$ cat src/rtl/uart_tx_cfg.sv
// uart_tx_cfg: parametrised UART transmitter, one bit per CLK (baud clock).
// Frame = start(0), DATA_WIDTH data bits (LSB or MSB first), optional parity,
// then one or two stop bits (1). Word, parity and framing options are latched
// at acceptance, so the source may change them while the frame is on the line.
//
// Handshake: a word is accepted on a rising CLK edge where Data_Valid && tx_ready.
// tx_ready is high in IDLE and in the final stop-bit cycle, which allows
// back-to-back frames with no idle gap. Data_Valid while tx_ready is low is
// ignored (no queueing). START begins on the cycle after acceptance.
//
// All outputs are flops computed from the next state, so TX_OUT is glitch-free
// and the async reset drives the line high immediately.
module uart_tx_cfg #(
  parameter int DATA_WIDTH = 8
) (
  input  logic                  CLK,
  input  logic                  RST,
  input  logic [DATA_WIDTH-1:0] P_DATA,
  input  logic                  Data_Valid,
  input  logic                  parity_enable,
  input  logic                  parity_type,
  input  logic                  stop_two,
  input  logic                  msb_first,
  output logic                  tx_ready,
  output logic                  busy,
  output logic                  frame_done,
  output logic                  TX_OUT,
  output logic [2:0]            dbg_state
);

  localparam int IDX_W = $clog2(DATA_WIDTH);
  localparam logic [IDX_W-1:0] LAST_IDX = IDX_W'(DATA_WIDTH - 1);

  typedef enum logic [2:0] {
    S_IDLE   = 3'd0,
    S_START  = 3'd1,
    S_DATA   = 3'd2,
    S_PARITY = 3'd3,
    S_STOP   = 3'd4
  } state_t;

  state_t                state_q, state_d;
  logic [IDX_W-1:0]      idx_q, idx_d;
  logic                  stop_cnt_q, stop_cnt_d;
  logic [DATA_WIDTH-1:0] data_q, data_d;
  logic                  par_en_q, par_en_d;
  logic                  par_odd_q, par_odd_d;
  logic                  stop_two_q, stop_two_d;
  logic                  msb_first_q, msb_first_d;
  logic                  tx_out_q, tx_out_d;
  logic                  busy_q, busy_d;
  logic                  tx_ready_q, tx_ready_d;
  logic                  frame_done_q, frame_done_d;

  logic                  accept;
  logic [IDX_W-1:0]      bit_sel;
  logic                  last_stop_d;

  // Next-state, config latching and next-cycle output decode.
  always_comb begin
    state_d     = state_q;
    idx_d       = idx_q;
    stop_cnt_d  = stop_cnt_q;
    data_d      = data_q;
    par_en_d    = par_en_q;
    par_odd_d   = par_odd_q;
    stop_two_d  = stop_two_q;
    msb_first_d = msb_first_q;
    tx_out_d    = 1'b1;
    bit_sel     = '0;
    last_stop_d = 1'b0;

    // tx_ready_q is only high in IDLE or in the final stop cycle.
    accept = Data_Valid && tx_ready_q;

    case (state_q)
      S_IDLE: begin
        if (accept) state_d = S_START;
      end
      S_START: begin
        state_d = S_DATA;
        idx_d   = '0;
      end
      S_DATA: begin
        if (idx_q == LAST_IDX) begin
          state_d    = par_en_q ? S_PARITY : S_STOP;
          stop_cnt_d = 1'b0;
        end else begin
          idx_d = idx_q + IDX_W'(1);
        end
      end
      S_PARITY: begin
        state_d    = S_STOP;
        stop_cnt_d = 1'b0;
      end
      S_STOP: begin
        if (stop_cnt_q == stop_two_q) state_d = accept ? S_START : S_IDLE;
        else                          stop_cnt_d = 1'b1;
      end
      default: state_d = S_IDLE;
    endcase

    if (accept) begin
      data_d      = P_DATA;
      par_en_d    = parity_enable;
      par_odd_d   = parity_type;
      stop_two_d  = stop_two;
      msb_first_d = msb_first;
    end

    bit_sel = msb_first_d ? (LAST_IDX - idx_d) : idx_d;

    case (state_d)
      S_START:  tx_out_d = 1'b0;
      S_DATA:   tx_out_d = data_d[bit_sel];
      S_PARITY: tx_out_d = par_odd_d ? ~^data_d : ^data_d;
      default:  tx_out_d = 1'b1;
    endcase

    last_stop_d  = (state_d == S_STOP) && (stop_cnt_d == stop_two_d);
    busy_d       = (state_d != S_IDLE);
    tx_ready_d   = (state_d == S_IDLE) || last_stop_d;
    frame_done_d = last_stop_d;
  end

  // State, latched frame config and registered outputs.
  always_ff @(posedge CLK or negedge RST) begin
    if (!RST) begin
      state_q      <= S_IDLE;
      idx_q        <= '0;
      stop_cnt_q   <= 1'b0;
      data_q       <= '0;
      par_en_q     <= 1'b0;
      par_odd_q    <= 1'b0;
      stop_two_q   <= 1'b0;
      msb_first_q  <= 1'b0;
      tx_out_q     <= 1'b1;
      busy_q       <= 1'b0;
      tx_ready_q   <= 1'b1;
      frame_done_q <= 1'b0;
    end else begin
      state_q      <= state_d;
      idx_q        <= idx_d;
      stop_cnt_q   <= stop_cnt_d;
      data_q       <= data_d;
      par_en_q     <= par_en_d;
      par_odd_q    <= par_odd_d;
      stop_two_q   <= stop_two_d;
      msb_first_q  <= msb_first_d;
      tx_out_q     <= tx_out_d;
      busy_q       <= busy_d;
      tx_ready_q   <= tx_ready_d;
      frame_done_q <= frame_done_d;
    end
  end

  assign TX_OUT     = tx_out_q;
  assign busy       = busy_q;
  assign tx_ready   = tx_ready_q;
  assign frame_done = frame_done_q;
  assign dbg_state  = state_q;

endmodule

$ cat config.mk
export PLATFORM = sky130hd
export DESIGN_NAME = uart_tx_cfg
export DESIGN_NICKNAME = d
export VERILOG_FILES = /design/src/rtl/uart_tx_cfg.sv
export SDC_FILE = /design/constraint.sdc
export NUM_CORES = 1
export LEC_CHECK = 0
export BUFFER_PORTS_ARGS = -buffer_cell sky130_fd_sc_hd__buf_4
export CAP_MARGIN = 5
export CORE_MARGIN = 4
export CORE_UTILIZATION = 55
export DETAILED_ROUTE_END_ITERATION = 10
export GPL_TIMING_DRIVEN = 0
export PLACE_DENSITY_LB_ADDON = 0.08
export SETUP_SLACK_MARGIN = 0.05
export SLEW_MARGIN = 25
export SYNTH_ARGS = -nofsm -noshare
export SYNTH_HDL_FRONTEND = slang
export SYNTH_SLANG_ARGS = --single-unit
$ cat constraint.sdc
create_clock -name CLK -period 5.5 [get_ports CLK]
set_clock_uncertainty 0.05 [all_clocks]
set_input_delay 0.55 -clock CLK [delete_from_list [all_inputs] [get_ports CLK]]
set_output_delay 0.55 -clock CLK [all_outputs]
set_load 0.03 [all_outputs]
==> impl_metrics.json <==
{
  "status": "finished, final reports clean",
  "htree_levels": 1,
  "setup_viol": 0,
  "cp_top_family": "compound AO/OA/AOI/OAI gates",
  "antenna_found_initial": 0,
  "worstMarginPinSlew_ns": 0.524,
  "maxSlewViolCount": 0,
  "ys_seq_area_frac": 0.393,
  "postCtsSetupBuffers": 0,
  "regToRegStartpoint": "idx_q[0]$_DFF_PN0_",
  "drt-total-wl_mm": 2.76,
  "n_antenna_cell": 0,
  "drive_gt1_frac": 0.284,
  "first_pass_iters": 4,
  "setup.worst_path.start": "idx_q[0]$_DFF_PN0_",
  "path_buf_inv": 1,
  "synthToLayoutAreaGrowth_pct": 15.0,
  "comb_power_share": 0.656,
  "start_util": 0.584,
  "ios": 22,
  "place_area_um2": 1670,
  "synth.area.top_cells": "dfrtp_1 36%, nand2_1 7.6%, mux2i_1 4.8%",
  "synth_commonest_cells": "30 x nand2_1, 21 x dfrtp_1, 8 x inv_1, 8 x nor2_1",
  "critPathRequiredTime_ns": 5.68,
  "min_period_over_period": 0.426,
  "grt_pass1_wl_mm": 4.40,
  "critPathArrivalTime_ns": 2.53,
  "timing.fmax_mhz": 427,
  "hold_buffers": 0,
  "synth_edf_count": 0,
  "cts_buffers": 3,
  "relSlewSlack": 0.651,
  "worstSetupPathType": "reg -> reg",
  "crit_chain": "ha_1 > and2_2 > o221ai_2 > and2_1 > buf_6 > mux2i_1 > mux2_2 > o311a_1 > a31oi_1",
  "finalNetCount": 187,
  "startpoint_type": "flip-flop",
  "p_int_mw": 0.662,
  "synthesis.nets": 161,
  "design.die.area_um2": 3570,
  "grt_pass1_vias": 1005,
  "io_buffers": 21,
  "clock_power_share": 0.067,
  "synthArstFlopShare": 1.00,
  "rsz0062_at_grt": "false",
  "finalCriticalPeriod_ns": 2.34,
  "p_seq_frac": 0.277,
  "avgViaCountPerCell": 5.46,
  "clock_sinks": 23,
  "crit_fanout": 6,
  "synth_area_um2": 1470,
  "p_total_mw": 1.12,
  "wl_met2_mm": 1.28,
  "top_layer": "met4",
  "cp_slowest_stage_delay_ns": 0.44,
  "wl_per_cell_um": 13.9,
  "synth_top_area_cell": "dfrtp_1",
  "clkSlewWorstSetupHoldPaths_ns": 0.12,
  "gp_congestion": 0.839,
  "clockBufferDepth": 2,
  "fin_util": 0.672,
  "drtIter0Drc": 17,
  "ys.flop_type": "dfrtp_1",
  "hold_viol": 0,
  "core_um2": 2520,
  "synth_top_area_frac": 0.357,
  "crit_cells": 9,
  "grt_max_degree": 24,
  "p_sw_frac": 0.412,
  "hold_class": "in -> async",
  "power_density_nw_per_um2": 664,
  "regMostFlops": "data_q",
  "yosysMostFrequentCell": "nand2_1",
  "die_w_um": 59.7,
  "power_switching_mw": 0.463,
  "ff2ff_path_depth": 9,
  "floorplan.rows": 18,
  "die_y_um": 59.7,
  "synthCells": 144,
  "grt_overflow": 0,
  "post-route-drc-count": 0,
  "dp_hpwl_mm": 2.12,
  "largest_reg_flops": 8,
  "drt-met1-wl_mm": 1.30,
  "hold_slack_ns": 0.0639,
  "finalSetupTns_ns": 0,
  "synthDistinctLibCells": 44,
  "yosysWarnings": 0,
  "wl_met3_um": 132,
  "ant_nets": 0,
  "end_kind": "flip-flop",
  "cts_tree": "built",
  "p_leak_nw": 0.812,
  "cap_violations": 0,
  "vias": 1087,
  "cts_root_buf": "clkbuf_4",
  "ys_ff_latch": 23,
  "stdcell_area_um2": 1690,
  "grt_usage": 0.165,
  "ir_drop_v": 0.000370,
  "insertion_delay_ns": 0.30,
  "synth.avg_cell_area_um2": 10.2,
  "crit_slowest_cell": "dfrtp_1",
  "cts_resized": 0
}
## power by group through the flow
stage	Combinational (mW)	Clock [mW]	Sequential (mW)
global route	0.801	0.0863	0.322
finish	0.738	0.0757	0.311
detailed placement	0.738	0	0.315
global placement	0.725	0	0.310
CTS	0.740	0.0799	0.312
floorplan	0.545	0	0.348
## layout make-up
| cell class | instances | area [um^2] |
|---|---|---|
| clock buffers | 4 | 26.3 |
| well taps | 30 | 37.5 |
| multi-input cells | 105 | 776 |
| plain buffers | 7 | 85.1 |
| fillers | 205 | 828 |
| flip-flops and latches | 23 | 578 |
| inverters | 9 | 33.8 |
| repair buffers | 21 | 158 |
## layout by cell type (no fill, tap or decap), types with 2 or more instances in the layout
| master | n |
|---|---|
| nor2b_1 | 2 |
| o21ai_0 | 6 |
| xnor3_1 | 2 |
| a21oi_1 | 3 |
| xor2_1 | 2 |
| xnor2_1 | 7 |
| mux4_2 | 2 |
| inv_1 | 8 |
| clkbuf_8 | 2 |
| dfrtp_1 | 21 |
| and2_1 | 2 |
| ha_1 | 2 |
| nor2_1 | 8 |
| clkbuf_1 | 2 |
| buf_4 | 21 |
| clkbuf_4 | 3 |
| dfstp_2 | 2 |
| and2_2 | 2 |
| nor3_1 | 2 |
| a31oi_1 | 3 |
| nand2_1 | 30 |
| mux2_2 | 4 |
| buf_6 | 3 |
| nand3_1 | 2 |
| mux2i_1 | 7 |
## through the flow
| stage | worst slack, ns | instances |
|---|---|---|
| after floorplan | 3.25 | 144 |
| after global placement | 2.99 | 195 |
| after detailed placement | 3.01 | 195 |
| after CTS | 3.15 | 199 |
| after global routing | 3.01 | 199 |
| final | 3.16 | 199 |
## metal layers
layer / vias up / global-route usage
met5: - / 0
met4: 0 / 0.0506
met3: 6 / 0.0259
met2: 26 / 0.264
met1: 510 / 0.230
li1: 545 / -
## worst paths after layout
path                                         to  slack [ns]
setup / recovery               TX_OUT$_DFF_PN1_        3.16
hold / removal               idx_q[2]$_DFF_PN0_        0.06
setup reg to reg               TX_OUT$_DFF_PN1_        3.16
hold reg to reg             par_odd_q$_DFF_PN0_        0.47
max in group asynchronous    tx_ready$_DFF_PN1_        5.05
min in group CLK           par_en_q$_DFFE_PN0P_        0.39
## logic make-up after synthesis
group                    count (synthesis)  share of synthesized area
AND/OR/NAND/NOR                         55                      0.177
flip-flops                              23                      0.393
AO/OA/AOI/OAI                           21                     0.0977
buffers and inverters                   16                     0.0807
multiplexers                            16                      0.151
XOR/XNOR                                11                     0.0841
adder cells (fa/ha/maj)                  2                     0.0170
Power figures use the tool's default switching activity.
